**config.mk**
```make
export PLATFORM = sky130hd
export DESIGN_NAME = ahb_line_fill_ctrl
export DESIGN_NICKNAME = d
export VERILOG_FILES = /design/src/rtl/ahb_pkg.sv /design/src/rtl/ahb_line_fill_ctrl.sv
export SDC_FILE = /design/constraint.sdc
export NUM_CORES = 1
export LEC_CHECK = 0
export CORE_UTILIZATION = 45
export CTS_BUF_LIST = sky130_fd_sc_hd__clkbuf_4 sky130_fd_sc_hd__clkbuf_8
export CTS_CLUSTER_SIZE = 16
export DETAILED_ROUTE_END_ITERATION = 8
export GPL_TIMING_DRIVEN = 0
export PLACE_DENSITY = 0.85
export RECOVER_POWER = 50
export SETUP_SLACK_MARGIN = 0.02
export SYNTH_ARGS = -nofsm -noshare
export SYNTH_HDL_FRONTEND = slang
export SYNTH_SLANG_ARGS = --single-unit
export TNS_END_PERCENT = 30
```
**constraint.sdc**
```tcl
create_clock -name clk -period 3 [get_ports clk]
set_input_delay 0.3 -clock clk [delete_from_list [all_inputs] [get_ports clk]]
set_output_delay 0.3 -clock clk [all_outputs]
set_load 0.03 [all_outputs]
```
**src/rtl/ahb_pkg.sv**
```systemverilog
// Shared AHB-Lite encodings and fill-sequencer state type for the I-cache refill path.
package ahb_pkg;

  localparam logic [1:0] HTRANS_IDLE   = 2'b00;
  localparam logic [1:0] HTRANS_NONSEQ = 2'b10;
  localparam logic [1:0] HTRANS_SEQ    = 2'b11;

  localparam logic [2:0] HBURST_INCR4  = 3'b011;
  localparam logic [2:0] HBURST_INCR8  = 3'b101;
  localparam logic [2:0] HBURST_INCR16 = 3'b111;

  localparam logic [2:0] HSIZE_WORD    = 3'b010;

  typedef enum logic [2:0] {
    ST_IDLE,
    ST_ADDR,
    ST_BURST,
    ST_LAST,
    ST_DONE,
    ST_ERR
  } fill_state_t;

  // Burst type that exactly covers one cache line of 32-bit beats.
  function automatic logic [2:0] burst_for_line(input int line_bits);
    case (line_bits)
      256:     return HBURST_INCR8;
      512:     return HBURST_INCR16;
      default: return HBURST_INCR4;
    endcase
  endfunction

endpackage

```
**src/rtl/ahb_line_fill_ctrl.sv**
```systemverilog
// I-cache line refill sequencer: one aligned INCR burst per miss, beats assembled
// into a line register, completion or bus error reported with a one-cycle pulse.
module ahb_line_fill_ctrl
  import ahb_pkg::*;
#(
  parameter int unsigned CACHE_LINE = 128,
  parameter logic [3:0]  HPROT_VAL  = 4'b0010
) (
  input  logic                  clk,
  input  logic                  rst,
  input  logic                  fill_req,
  input  logic [31:0]           fill_addr,
  output logic [CACHE_LINE-1:0] fill_line,
  output logic                  fill_done,
  output logic                  fill_err,
  output logic                  busy,
  output logic [31:0]           HADDR,
  output logic [1:0]            HTRANS,
  output logic [2:0]            HBURST,
  output logic [2:0]            HSIZE,
  output logic                  HWRITE,
  output logic [3:0]            HPROT,
  input  logic [31:0]           HRDATA,
  input  logic                  HREADY,
  input  logic                  HRESP
);

  localparam int unsigned BEATS     = CACHE_LINE / 32;
  localparam int unsigned IW        = $clog2(BEATS);
  localparam int unsigned CW        = IW + 1;
  localparam logic [31:0] OFF_MASK  = 32'(CACHE_LINE / 8 - 1);
  localparam logic [2:0]  BURST_VAL = burst_for_line(CACHE_LINE);

  fill_state_t   state;
  logic [CW-1:0] addr_cnt;
  logic [CW-1:0] data_cnt;
  logic [31:0]   slots [BEATS];
  logic          capture;

  // A data phase is outstanding in every BURST/LAST cycle; OKAY+ready completes it.
  assign capture = ((state == ST_BURST) || (state == ST_LAST)) && HREADY && !HRESP;

  for (genvar g = 0; g < int'(BEATS); g++) begin : g_line
    assign fill_line[32*g +: 32] = slots[g];
  end

  always_ff @(posedge clk or negedge rst) begin
    if (!rst) begin
      state     <= ST_IDLE;
      addr_cnt  <= '0;
      data_cnt  <= '0;
      HADDR     <= '0;
      HTRANS    <= HTRANS_IDLE;
      HBURST    <= '0;
      HSIZE     <= '0;
      HWRITE    <= 1'b0;
      HPROT     <= '0;
      fill_done <= 1'b0;
      fill_err  <= 1'b0;
      busy      <= 1'b0;
      for (int i = 0; i < int'(BEATS); i++) slots[i] <= '0;
    end else begin
      HBURST    <= BURST_VAL;
      HSIZE     <= HSIZE_WORD;
      HWRITE    <= 1'b0;
      HPROT     <= HPROT_VAL;
      fill_done <= 1'b0;
      fill_err  <= 1'b0;

      if (capture) begin
        slots[data_cnt[IW-1:0]] <= HRDATA;
        data_cnt                <= data_cnt + CW'(1);
      end

      case (state)
        ST_IDLE: begin
          if (fill_req) begin
            HADDR    <= fill_addr & ~OFF_MASK;
            HTRANS   <= HTRANS_NONSEQ;
            addr_cnt <= '0;
            data_cnt <= '0;
            busy     <= 1'b1;
            state    <= ST_ADDR;
          end
        end

        ST_ADDR: begin
          if (HREADY) begin
            addr_cnt <= addr_cnt + CW'(1);
            HADDR    <= HADDR + 32'd4;
            HTRANS   <= HTRANS_SEQ;
            state    <= ST_BURST;
          end
        end

        ST_BURST, ST_LAST: begin
          // Two-cycle ERROR: cancel on the first cycle, abort on the second.
          if (HRESP) begin
            HTRANS <= HTRANS_IDLE;
            if (HREADY) begin
              fill_err <= 1'b1;
              state    <= ST_ERR;
            end
          end else if (HREADY) begin
            if (state == ST_LAST) begin
              if (data_cnt == CW'(BEATS - 1)) begin
                fill_done <= 1'b1;
                state     <= ST_DONE;
              end
            end else if (addr_cnt == CW'(BEATS - 1)) begin
              HTRANS <= HTRANS_IDLE;
              state  <= ST_LAST;
            end else begin
              addr_cnt <= addr_cnt + CW'(1);
              HADDR    <= HADDR + 32'd4;
              HTRANS   <= HTRANS_SEQ;
            end
          end
        end

        ST_DONE, ST_ERR: begin
          busy  <= 1'b0;
          state <= ST_IDLE;
        end

        default: state <= ST_IDLE;
      endcase
    end
  end

  req_held_a: assert property (@(posedge clk) disable iff (!rst)
    (state inside {ST_ADDR, ST_BURST, ST_LAST}) |-> fill_req);

  pulse_excl_a: assert property (@(posedge clk) disable iff (!rst)
    !(fill_done && fill_err));

endmodule
```
==> results of run 1 <==
Yosys cell counts, types with 3 or more instances:
library cell | instances | area share [%]
buf_2 | 3 | 0.20
a22o_1 | 3 | 0.34
mux2_2 | 122 | 18
mux2_4 | 7 | 1.4
clkbuf_1 | 5 | 0.25
buf_6 | 13 | 1.9
o22ai_1 | 14 | 1.1
nand3_1 | 13 | 0.85
and3_1 | 6 | 0.49
or3_1 | 3 | 0.25
nand4_1 | 13 | 1.1
nor2_1 | 20 | 0.98
nand2_4 | 4 | 0.59
a21oi_1 | 36 | 2.4
nand2_1 | 33 | 1.6
ha_1 | 8 | 1.3
dfrtp_1 | 173 | 57
a211oi_1 | 4 | 0.39
buf_4 | 17 | 1.7
nor4_1 | 3 | 0.25
inv_1 | 10 | 0.49
a2bb2oi_1 | 7 | 0.80
a21o_1 | 3 | 0.29
o21ai_0 | 22 | 1.4
report_power, final:
group	internal [mW]	switching, mW	leakage, nW	total (mW)
clock	0.635	0.987	0.205	1.62
combinational	2.31	3.21	2.44	5.52
sequential	3.13	0.607	2.22	3.74
total	6.08	4.81	4.87	10.9
state kept, by name, indices dropped and copies added, names as in the netlist:
signal / cells
HADDR: 30
HPROT: 1
HTRANS: 2
addr_cnt: 3
busy: 1
data_cnt: 3
fill_done: 1
fill_err: 1
fill_line: 128
state: 3
metal layers:
metal,up-vias,routed length [um]
met5,-,0
met4,0,711
met3,44,1270
met2,250,9790
met1,2905,8240
li1,2654,-
layout make-up:
cell class / count / area (sq um) / area share, %
Sequential cell: 173 / 4330 / 40.8
Multi-Input combinational cell: 374 / 2970 / 27.9
Timing Repair Buffer: 233 / 2340 / 22.1
Tap cell: 220 / 275 / 2.59
Buffer: 39 / 260 / 2.45
Clock buffer: 17 / 234 / 2.20
Clock inverter: 15 / 168 / 1.58
Inverter: 10 / 37.5 / 0.354
critical path, delay by kind of cell, from the launching register on:
kind	cells	cell delay [ps]
DFF	1	400
muxes	1	370
and+or+nand+nor	4	850
buffers and inverters	2	720
logic make-up (layout without fill, tap and decap cells):
| logic type | Yosys count | count (layout) | share of synthesized area [%] |
|---|---|---|---|
| other | 2 | 10 | 0.0981 |
| multiplexers | 132 | 132 | 19.7 |
| buffers and inverters | 49 | 314 | 4.57 |
| adder cells (fa/ha/maj) | 8 | 8 | 1.31 |
| XOR/XNOR | 2 | 2 | 0.229 |
| AO/OA/AOI/OAI | 104 | 104 | 8.36 |
| AND/OR/NAND/NOR | 118 | 118 | 9.18 |
| flip-flops | 173 | 173 | 56.5 |
worst max-delay path by stage:
stage,slack (ps),depth (start not counted),endpoint
after global placement,-5520,1,HADDR[7]
after CTS,810,5,HADDR[27]
final,550,7,fill_line[44]
after floorplan,1050,6,HADDR[29]
after global routing,370,7,fill_line[36]
after detailed placement,650,6,HADDR[29]
stage by stage:
step                total power [mW]  utilization [%]  setup TNS [ps]
floorplan                       7.08                -               0
global placement                9.28             62.0         -951920
detailed placement              9.42             62.2               0
CTS                             11.1             64.6               0
global route                    11.4             64.0               0
finish                          10.9             64.0               0
timing repair:
action,CTS,global route
setup buffers,0,0
hold buffers,1,0
resized for setup,0,0
endpoints found under the hold margin,64,0
==> metrics.md, run 1 <==
| Metric | Value |
|---|---|
| Clock Sinks | `173` |
| Ys async rst share | `100%` |
| Post-route ant nets | `0` |
| CTS tree | `yes` |
| Worst Hold Depth | `3` |
| Longest Clk Path Bufs | `2` |
| Largest net degree at the start of global routing | `110` |
| Number of iterations in the first detailed-routing pass | `5` |
| Initial drt markers | `376` |
| Final WS setup | `551 ps` |
| Max Slew Vio Count | `65` |
| Core Area | `16,600 sq um` |
| Hold WS | `452 ps` |
| DRC | `0` |
| Tmin final | `2450 ps` |
| Pwr/cell area | `1030 nW/um^2` |
| Commonest non-fill, non-tap cell in the layout | `clkdlybuf4s50_1` |
| IR drop worst, VDD | `607 uV` |
| Worst setup path start | `state[1]` |
| PortBufs | `231` |
| Gr busiest metal | `met2` |
| Max-cap viol count | `1` |
| Final setup viols | `0` |
| Synthesized flop and latch total | `173` |
| Status | `finished with violations` |
| Final Wtd Congestion | `0.928` |
| Die width | `132 um` |
| Clk pin slew, worst setup/hold paths | `100 ps` |
| Yosys cell types | `62` |
| RR Startpoint | `state[1]` |
| Total grt overflow | `0` |
| CP Cell Sequence | `clkbuf_1, nor2b_1, nand2_1, nor2_8, nand2_1, clkbuf_1, mux2_2` |
| Synth warn | `0` |
| Area post-placement | `10,300 sq um` |
| Post-Place Worst Slack | `653 ps` |
| CP Max Fanout | `10` |
| Most frequent cells in the layout | `183 x clkdlybuf4s50_1, 173 x dfrtp_1, 122 x mux2_2` |
| Top_reg_cell synth | `dfrtp_1` |
| Final nets | `925` |
| Gr usage total | `23.0%` |
| Finished Layout Cells | `1,081` |
| Slew margin rel. | `-10.3%` |
| First-pass GRT wire length | `31,300 um` |
| Ant. Diodes | `0` |
| Endpoint class of the critical path | `register` |
| Drt total wl | `20,000 um` |
| Worst path slowest cell | `dfrtp_1` |
| Fin. Hold Viols | `0` |
| Worst hold endpoint | `HADDR[19]` |
| Clk_lat worst skew | `470 ps` |
| RSZ-0062 raised after global routing | `no` |
| Hold Crit Class | `input port to register` |
| Synth Instances | `588` |
| Slowest stage delay, CP | `400 ps` |
| Synthesized area per cell | `13.0 sq um` |
| Post-synth EDFFs | `0` |
| Initial Utilization | `46.2%` |
| Fill count | `1,302` |
| Critical path type | `register to register` |
| Period utilization | `81.6%` |
| Post-synthesis sequential area ratio | `56.5%` |
| H-tree Lvls | `4` |
| Detailed placement HPWL | `14,700 um` |
| Cts bufs inserted | `17` |
| Fmax | `408 MHz` |
| Initial antenna violation count | `0` |
| Vias/cell | `5.41` |
| Syn Std Cell Area | `7660 sq um` |
| CP required | `3350 ps` |
| Chip height | `132 um` |
| Wirelength per Cell | `18.5 um` |
| Placement Rows | `47` |
| Grt met2 use | `37.7%` |
| Root buffer cell | `clkbuf_8` |
| Top Ports | `245` |
| Global routing usage on met1 | `29.1%` |
| Worst hold path startpoint | `fill_addr[19]` |
| Final Cell Area | `10,600 sq um` |
| Global routing usage on met3 | `4.87%` |
| Reg2reg path depth | `7` |
| LEAKAGE | `4.87 nW` |
| Clk_skew | `19.8 ps` |
| Slew @ Worst Pin | `1660 ps` |
| Layout cell share with drive strength beyond 1 | `23.6%` |
| FF-to-FF setup slack | `550 ps` |
| Die ar. | `17,500 sq um` |
| R2r endpoint | `fill_line[44]` |
| Via Count | `5,853` |
| Area growth syn-to-layout | `38.6%` |
| Violated checks | `capacitance limit, slew limit` |
| Critical Path AT | `2800 ps` |
| Dpl cells | `1,048` |
| Critical path launch point type | `register` |
| Vias in the first global route | `5,742` |
Power figures use the tool's default switching activity.
==> inputs of run 2 (changes only) <==
==> constraint.sdc (replaced) <==
create_clock -name clk -period 2.5 [get_ports clk]
set_input_delay 0.25 -clock clk [delete_from_list [all_inputs] [get_ports clk]]
set_output_delay 0.25 -clock clk [all_outputs]
set_load 0.03 [all_outputs]
==> metrics.md, run 2 (synthesis gave the netlist of run 1 again) <==
| Metric | Value |
|---|---|
| Most frequent cells in the layout | `173 x dfrtp_1, 162 x clkdlybuf4s50_1, 122 x mux2_2` |
| Final nets | `925 (unchanged)` |
| Worst path slowest cell | `nor4_1` |
| Max Slew Vio Count | `65 (unchanged)` |
| Clk pin slew, worst setup/hold paths | `100 ps (about the same)` |
| Die ar. | `17,500 sq um (unchanged)` |
| Die width | `132 um (unchanged)` |
| Clk_skew | `21.0 ps (+1.27 ps)` |
| Longest Clk Path Bufs | `2 (unchanged)` |
| Final setup viols | `0 (unchanged)` |
| CP Max Fanout | `8 (-2)` |
| Slowest stage delay, CP | `840 ps (+440 ps)` |
| Post-CTS sizing | `0 (unchanged)` |
| Vias/cell | `5.39 (-0.43%)` |
| Worst hold path startpoint | `fill_addr[19]` |
| CP required | `2880 ps (-470 ps)` |
| Critical path launch point type | `register` |
| Wirelength per Cell | `18.5 um (-0.30%)` |
| Slew @ Worst Pin | `1610 ps (-43.6 ps)` |
| Gr usage total | `23.0% (unchanged)` |
| IR drop worst, VDD | `730 uV (+20%)` |
| Via Count | `5,828 (-0.43%)` |
| Overall power | `13.0 mW (+20%)` |
| RSZ-0062 raised after global routing | `no` |
| Reg2reg path depth | `5 (-2)` |
| Final Wtd Congestion | `0.928 (unchanged)` |
| Commonest non-fill, non-tap cell in the layout | `dfrtp_1` |
| Hold Crit Class | `input port to register` |
| Area post-placement | `10,300 sq um (unchanged)` |
| Max reg flops | `128 (unchanged)` |
| Tmin final | `2260 ps (-186 ps)` |
| CP Cell Sequence | `nand3_1, nor4_1, nand3_1, a21oi_1, a2bb2oi_1` |
| Violated checks | `capacitance limit, slew limit` |
| Pwr/cell area | `1220 nW/um^2 (+19%)` |
| FF-to-FF setup slack | `240 ps (-310 ps)` |
| RR Startpoint | `HADDR[7]` |
| Initial antenna violation count | `0 (unchanged)` |
| Worst Hold Depth | `3 (unchanged)` |
| Detailed placement HPWL | `14,700 um (unchanged)` |
| H-tree Lvls | `4 (unchanged)` |
| Clk_lat worst skew | `470 ps (about the same)` |
| Post-route ant nets | `0 (unchanged)` |
| Post CTS Setup Buffer Count | `0 (unchanged)` |
| Layout cell share with drive strength beyond 1 | `24.6% (+1.0 points)` |
| Largest net degree at the start of global routing | `110 (unchanged)` |
| Critical Path AT | `2650 ps (-150 ps)` |
| PortBufs | `231 (unchanged)` |
| Chip height | `132 um (unchanged)` |
| Endpoint class of the critical path | `register` |
| Fmax | `442 MHz (+8.2%)` |
| Fill count | `1,287 (-1.2%)` |
| Worst Path Buf+Inv | `0 (-2)` |
| Finished Core Util | `64.4% (+0.36 points)` |
| Clock Sinks | `173 (unchanged)` |
| Slew margin rel. | `-7.44% (+2.9 points)` |
| Final Cell Area | `10,700 sq um (+0.57%)` |
| Status | `finished with violations` |
| DRC | `0 (unchanged)` |
| Max-cap viol count | `1 (unchanged)` |
| Finished Layout Cells | `1,081 (unchanged)` |
| CTS tree | `yes` |
| Placement Rows | `47 (unchanged)` |
| Initial drt markers | `366 (-2.7%)` |
| Root buffer cell | `clkbuf_8` |
| Critical path type | `register to register` |
| Cts bufs inserted | `17 (unchanged)` |
| Area growth syn-to-layout | `39.4%` |
| R2r endpoint | `HADDR[27]` |
| Hold buffers post-CTS | `1 (unchanged)` |
| LEAKAGE | `4.98 nW (+2.2%)` |
| Number of iterations in the first detailed-routing pass | `5 (unchanged)` |
| Initial Utilization | `46.2% (unchanged)` |
| Total grt overflow | `0 (unchanged)` |
| First-pass GRT wire length | `31,300 um (unchanged)` |
| Period utilization | `90.5% (+8.9 points)` |
| Top Ports | `245 (unchanged)` |
| CP delay by family, top | `simple AND/OR/NAND/NOR gates` |
| Core Area | `16,600 sq um (unchanged)` |
| Worst hold endpoint | `HADDR[19]` |
| Vias in the first global route | `5,742 (unchanged)` |
| Fin. Hold Viols | `0 (unchanged)` |
| Dpl cells | `1,048 (unchanged)` |
| Ant. Diodes | `0 (unchanged)` |
| Drt total wl | `19,900 um (-0.30%)` |
| Top cell by count, worst path | `nand3_1` |
==> run 2: cell types whose count changed in the layout (fill, tap and decap cells not counted) <==
cell / previous run / this run
buf_12: 0 / 1
nand2_1: 37 / 34
nand2_4: 0 / 3
clkdlybuf4s50_1: 183 / 162
clkbuf_1: 12 / 6
buf_16: 1 / 0
dlygate4sd3_1: 48 / 69
buf_6: 6 / 12
==> run 2: through the flow <==
stage               hold WS (ps)  setup WS, ps  TNS (ps)
finish                       392           237         0
global route                 403          97.9         0
CTS                          311           313         0
detailed placement           227           203         0
global placement             460         -5970  -1029770
floorplan                  -45.6           551         0
==> run 2: worst max-delay path by stage <==
stage                     cells after the start            end       from  slack [ps]
after floorplan                               6      HADDR[29]  HADDR[10]         550
after global placement                        1       HADDR[7]        rst       -5970
after detailed placement                      6      HADDR[29]      HRESP         200
after CTS                                     5      HADDR[27]   HADDR[7]         310
after global routing                          7  fill_line[65]   state[1]         100
final                                         5      HADDR[27]   HADDR[7]         240
==> run 2: area by class of cell <==
class,count,area (sq um),share of cell area [%]
Clock buffer,17,234,2.19
Tap cell,220,275,2.58
Sequential cell,173,4330,40.6
Timing Repair Buffer,233,2340,21.9
Inverter,10,37.5,0.352
Multi-Input combinational cell,374,2990,28.0
Buffer,39,305,2.86
Clock inverter,15,168,1.57
==> run 2: tightest hold or removal path: stages <==
cell and delay [ps]:
clkdlybuf4s50_1 420, nor2_1 100, a211oi_1 50
==> run 2: metal layers <==
metal	part of all wire [%]	global-route usage, %
met1	41	29.1
met2	49	37.7
met3	6.2	4.87
met4	3.5	11.2
met5	0	0
==> run 2: power breakdown <==
group	internal, mW	switching (mW)	leakage, nW
Combinational	2.75	3.86	2.55
Sequential	3.76	0.720	2.22
Clock	0.762	1.19	0.205
